[src/rtl/stack_unit.sv]
// stack_unit: hardware stack sequencer for PUSH/POP/CALL/RET.
// Each operation works on a descending stack in an external memory and
// returns the updated SP to register-file entry R3.
// Optional feature: define STACK_GUARD_EN to refuse a push/call at SP=0x00
// or a pop/ret at SP=0xFF, reporting the refusal on stk_err.
module stack_unit #(
    parameter int DATA_W = 8
) (
    input  logic              clk,
    input  logic              rst,
    input  logic              start,
    input  logic [1:0]        op,
    input  logic [DATA_W-1:0] push_data,
    input  logic [DATA_W-1:0] pc_in,
    input  logic [DATA_W-1:0] sp_in,
    input  logic [DATA_W-1:0] mem_rdata,
    output logic              busy,
    output logic              done,
    output logic [DATA_W-1:0] mem_addr,
    output logic [DATA_W-1:0] mem_wdata,
    output logic              mem_we,
    output logic              mem_re,
    output logic              sp_wr_en,
    output logic [DATA_W-1:0] sp_wr_data,
    output logic [DATA_W-1:0] pop_data,
    output logic              pop_valid,
    output logic              pc_load,
    output logic [DATA_W-1:0] pc_out,
    output logic              stk_err
);

    localparam logic [1:0] OP_PUSH = 2'd0;
    localparam logic [1:0] OP_POP  = 2'd1;

    typedef enum logic [1:0] {IDLE, WRITE, RADDR, RDATA} state_t;

    state_t            state_q, state_d;
    logic [1:0]        op_q;
    logic [DATA_W-1:0] opnd_q;
    logic [DATA_W-1:0] sp_q;
    logic [DATA_W-1:0] pop_data_q;
    logic [DATA_W-1:0] pc_q;
    logic              is_wr_op;
    logic              accept;
    logic              guard_hit;
    logic              err_q;

    // SP moves with 8-bit wraparound in both directions
    function automatic logic [DATA_W-1:0] sp_inc(input logic [DATA_W-1:0] s);
        return s + DATA_W'(1);
    endfunction

    function automatic logic [DATA_W-1:0] sp_dec(input logic [DATA_W-1:0] s);
        return s - DATA_W'(1);
    endfunction

    // PUSH and CALL both write the stack; they share op[0]=0
    assign is_wr_op = ~op[0];

    // A request is taken only from a quiet IDLE; a pending refusal blocks it
    assign accept = (state_q == IDLE) && start && !err_q && !rst;

`ifdef STACK_GUARD_EN
    // Refuse operations that would run off either end of the stack
    always_comb begin
        guard_hit = is_wr_op ? (sp_in == '0) : (sp_in == '1);
    end

    // One-cycle refusal marker, reported in the following IDLE cycle
    always_ff @(posedge clk or posedge rst) begin
        if (rst) err_q <= 1'b0;
        else     err_q <= accept && guard_hit;
    end
`else
    assign guard_hit = 1'b0;
    assign err_q     = 1'b0;
`endif

    // State register, returns to IDLE immediately on reset
    always_ff @(posedge clk or posedge rst) begin
        if (rst) state_q <= IDLE;
        else     state_q <= state_d;
    end

    // Operation context captured at accept; later sp_in changes are ignored
    always_ff @(posedge clk) begin
        if (accept) begin
            op_q   <= op;
            opnd_q <= (op == OP_PUSH) ? push_data : pc_in;
            sp_q   <= sp_in;
        end
    end

    // Popped values are held until the next result of the same kind
    always_ff @(posedge clk or posedge rst) begin
        if (rst) begin
            pop_data_q <= '0;
            pc_q       <= '0;
        end else if (state_q == RDATA) begin
            if (op_q == OP_POP) pop_data_q <= mem_rdata;
            else                pc_q       <= mem_rdata;
        end
    end

    // Next-state and output decode; every strobe defaults low
    always_comb begin
        state_d    = state_q;
        busy       = 1'b0;
        done       = 1'b0;
        mem_addr   = '0;
        mem_wdata  = '0;
        mem_we     = 1'b0;
        mem_re     = 1'b0;
        sp_wr_en   = 1'b0;
        sp_wr_data = '0;
        pop_valid  = 1'b0;
        pc_load    = 1'b0;
        stk_err    = 1'b0;
        pop_data   = pop_data_q;
        pc_out     = pc_q;
        case (state_q)
            IDLE: begin
                if (err_q) begin
                    busy    = 1'b1;
                    done    = 1'b1;
                    stk_err = 1'b1;
                end else if (accept) begin
                    busy = 1'b1;
                    if (!guard_hit) state_d = is_wr_op ? WRITE : RADDR;
                end
            end
            WRITE: begin
                busy       = 1'b1;
                mem_we     = 1'b1;
                mem_addr   = sp_q;
                mem_wdata  = opnd_q;
                sp_wr_en   = 1'b1;
                sp_wr_data = sp_dec(sp_q);
                done       = 1'b1;
                state_d    = IDLE;
            end
            RADDR: begin
                busy       = 1'b1;
                mem_re     = 1'b1;
                mem_addr   = sp_inc(sp_q);
                sp_wr_en   = 1'b1;
                sp_wr_data = sp_inc(sp_q);
                state_d    = RDATA;
            end
            RDATA: begin
                busy = 1'b1;
                done = 1'b1;
                // Present the read data in the same cycle as its strobe
                if (op_q == OP_POP) begin
                    pop_valid = 1'b1;
                    pop_data  = mem_rdata;
                end else begin
                    pc_load = 1'b1;
                    pc_out  = mem_rdata;
                end
                state_d = IDLE;
            end
            default: state_d = IDLE;
        endcase
    end

endmodule

[config.mk]
export PLATFORM = sky130hd
export DESIGN_NAME = stack_unit
export DESIGN_NICKNAME = d
export VERILOG_FILES = /design/src/rtl/stack_unit.sv
export SDC_FILE = /design/constraint.sdc
export NUM_CORES = 1
export LEC_CHECK = 0
export ABC_CLOCK_PERIOD_IN_PS = 4100
export CAP_MARGIN = 20
export CORE_MARGIN = 2
export CORE_UTILIZATION = 46
export CTS_CLUSTER_SIZE = 8
export DETAILED_ROUTE_END_ITERATION = 6
export HOLD_SLACK_MARGIN = 0.15
export MAX_ROUTING_LAYER = met4
export PLACE_DENSITY = 0.86
export SLEW_MARGIN = 20
export SYNTH_ARGS = -nofsm -noshare
export SYNTH_HDL_FRONTEND = slang
export SYNTH_SLANG_ARGS = --single-unit
[constraint.sdc]
create_clock -name clk -period 4.1 [get_ports clk]
set_input_delay 0.82 -clock clk [delete_from_list [all_inputs] [get_ports clk]]
set_output_delay 0.82 -clock clk [all_outputs]
set_load 0.1 [all_outputs]
==> run summary <==
Outcome -> complete, no violations
Avg Inst Size Synth -> 10.49 sq um
Clock sinks -> 36
Yosys cell types -> 43
Max stage delay on crit path -> 0.56 ns
Initial DRC Count -> 121
Worst clock skew -> 0.01306 ns
Cell with the most instances after synthesis -> nand2_1
Full die area -> 4901 sq um
CP Capture Type -> output pin
DP HPWL -> 3503 um
Synth Register Bits -> 36
Footprint of the multi-input gates -> 930.9 sq um
Fin nets -> 318
Maximum Capacitance Violations -> 0
Grt ovf -> 0
IO Port Bufs -> 83
Synthesized netlist cell count -> 191
P&R area growth vs syn -> 42.01%
# Post-CTS Setup Buffers -> 0
FF-to-FF End -> pop_data_q[3]
Number of flops mapped to enable cells by yosys -> 18
Crit path max-delay cell type -> ha_1
CP max FO -> 21
Post_cts resized -> 0
Via Count -> 1706
CTS tree -> yes
Fillers -> 350
Top Ports -> 85
Hold WS -> 0.4784 ns
Hold Startpoint -> pop_data_q[0]
DRC viols -> 0
Final worst path period need -> 3.170 ns
Final period utilization -> 77.31%
Detail Route Antenna Nets -> 0
Vias per std cell -> 5.217
Reg2reg start -> state_q[1]
Hold path depth -> 2
Worst-path clk slew -> 0.08 ns
Total CTS buffers -> 5
Slew Limit Fails -> 0
CTS Hold Bufs -> 0
H-tree Lvls -> 2
Sequential cell area -> 991.0 sq um
Dominant cells by area after synthesis -> edfxtp_1 (27%), dfrtp_1 (22%), mux2_2 (9.6%)
Crit-path leading delay family -> adder cells
Die Span Y -> 70.01 um
Initial Util -> 47.01%
CTS root buffer -> clkbuf_8
CP cell instances -> inv_1 -> ha_1 -> nand2_1 -> a21oi_1 -> nor3_1 -> a31oi_2 -> buf_4
Syn nets -> 235
Placed Instances -> 319
Crit Path Category -> reg -> out
GPL Wtd Cong -> 0.8584
RSZ-0062 raised after global routing -> false
Fin area -> 2846 sq um
Post-Layout Cell Count -> 327
Clock latency on the worst-skew pair -> 0.29 ns
Horiz. Die Dim -> 70.01 um
Worst hold endpoint -> pop_data_q[0]
Worst rel slew slack -> 35.30%
Pin count of the biggest net entering global routing -> 22
Final hold viol count -> 0
R2r worst-path depth -> 5
First-pass GRT wire length -> 7969 um
Critical Path AT -> 2.35 ns
# diodes -> 0
Post-synth top area cell -> edfxtp_1
Top FF cell, synth -> edfxtp_1
Final setup violation count -> 0
Vias in the first global route -> 1736
Most frequent cells after synthesis -> nand2_1 (40), dfrtp_1 (18), edfxtp_1 (18), mux2_2 (17), and2_1 (9)
Yosys warning count -> 0
Area of the mapped netlist -> 2004 sq um
Placed Area -> 2744 sq um
Hold Path Class -> reg -> reg
Drt wl/cell -> 14.10 um
Routed wire length -> 4612 um
Post-synth top area share -> 26.97%
Utilization after layout -> 66.75%
CP required -> 3.28 ns
Antenna violations before repair -> 0
Post-synth ARST share -> 50.00%
GRT Util Overall -> 20.93%
Clock tree buffer depth -> 2
Fraction of layout cells with a size suffix above 1 -> 29.82%
Seq/Total Area, Yosys -> 49.44%
Detailed-router iteration count before antenna repair -> 5
Worst-margin pin slew -> 0.9674 ns
Startpoint types -> flop
CP bufs+invs -> 2
R2R Setup Slk -> 2.51 ns
Max Freq -> 315.5 MHz
Row Count -> 24
Core area -> 4264 sq um
## kinds of logic after synthesis
logic type	Yosys count	synth area share (%)
xor gates and xnor gates	6	2.622
muxes	17	9.550
buffers and inverters	17	4.806
DFF	36	49.44
other	1	0.1871
and+or+nand+nor	74	17.54
AOI/OAI and AO/OA	33	11.49
adders and majority gates	7	4.369
## placed cells by master, fill, tap and decap left out, drive strengths merged
| cell | instances |
|---|---|
| a21o | 1 |
| a32o | 1 |
| o21ai | 11 |
| nand2 | 41 |
| o211ai | 2 |
| and2 | 9 |
| clkinv | 2 |
| a41oi | 1 |
| conb | 1 |
| nor3 | 3 |
| nand3 | 6 |
| ha | 7 |
| a31oi | 5 |
| xor2 | 6 |
| a21boi | 5 |
| edfxtp | 18 |
| nor2 | 9 |
| nand2b | 2 |
| clkdlybuf4s50 | 37 |
| buf | 47 |
| dfrtp | 18 |
| o22a | 1 |
| mux2 | 17 |
| and3 | 2 |
| o311ai | 1 |
| a21oi | 1 |
| o22ai | 2 |
| o211a | 1 |
| nand3b | 1 |
| a22o | 1 |
| clkbuf | 7 |
| inv | 8 |
| or2 | 1 |
## stage by stage
step	TNS (ns)	setup WS (ns)
3_5_place_dp	0	1.234
3_3_place_gp	0	1.300
2_1_floorplan	-2.419	-0.6029
4_1_cts	0	0.9220
5_1_grt	0	0.6452
6_report	0	0.9303
## worst register-to-register path: cells and delay by family, from the launching register on
family | cells | cell delay (ns)
flip-flops | 1 | 0.41
buffers and inverters | 1 | 0.31
AND/OR/NAND/NOR | 3 | 0.48
adder cells (fa/ha/maj) | 1 | 0.26
## per-layer routing
metal / GRT usage [%] / wire, um / vias up
li1: - / - / 824
met1: 23.73 / 1874 / 810
met2: 35.98 / 2385 / 65
met3: 4.618 / 278 / 7
met4: 8.333 / 74 / 0
met5: - / 0 / -
## sequential cells by signal (all words and copies together), names as in the netlist
signal / flops
opnd_q: 8
op_q: 2
pc_q: 8
sp_q: 8
pop_data_q: 8
state_q: 2
## how the worst max path moves through the flow
| stage | end | cells after the start | startpoint | slack [ns] |
|---|---|---|---|---|
| 6_report | sp_wr_data[5] | 7 | state_q[1] | 0.93 |
| 5_1_grt | sp_wr_data[6] | 7 | state_q[1] | 0.65 |
| 4_1_cts | sp_wr_data[5] | 7 | state_q[1] | 0.92 |
| 3_5_place_dp | sp_wr_data[5] | 7 | state_q[1] | 1.23 |
| 3_3_place_gp | sp_wr_data[5] | 7 | state_q[1] | 1.30 |
| 2_1_floorplan | mem_addr[1] | 5 | state_q[0] | -0.60 |
## layout make-up
| class | count | area share, % |
|---|---|---|
| clock buffers | 7 | 3.429 |
| flip-flops and latches | 36 | 34.81 |
| clock inverters | 1 | 0.1758 |
| well taps | 52 | 2.286 |
| inverters | 9 | 1.187 |
| repair buffers | 84 | 25.41 |
| multi-input cells | 138 | 32.70 |
Power is left out: the tool's default activity adds up to more than one toggle a clock period on the data nets, which glitch-free logic cannot reach.
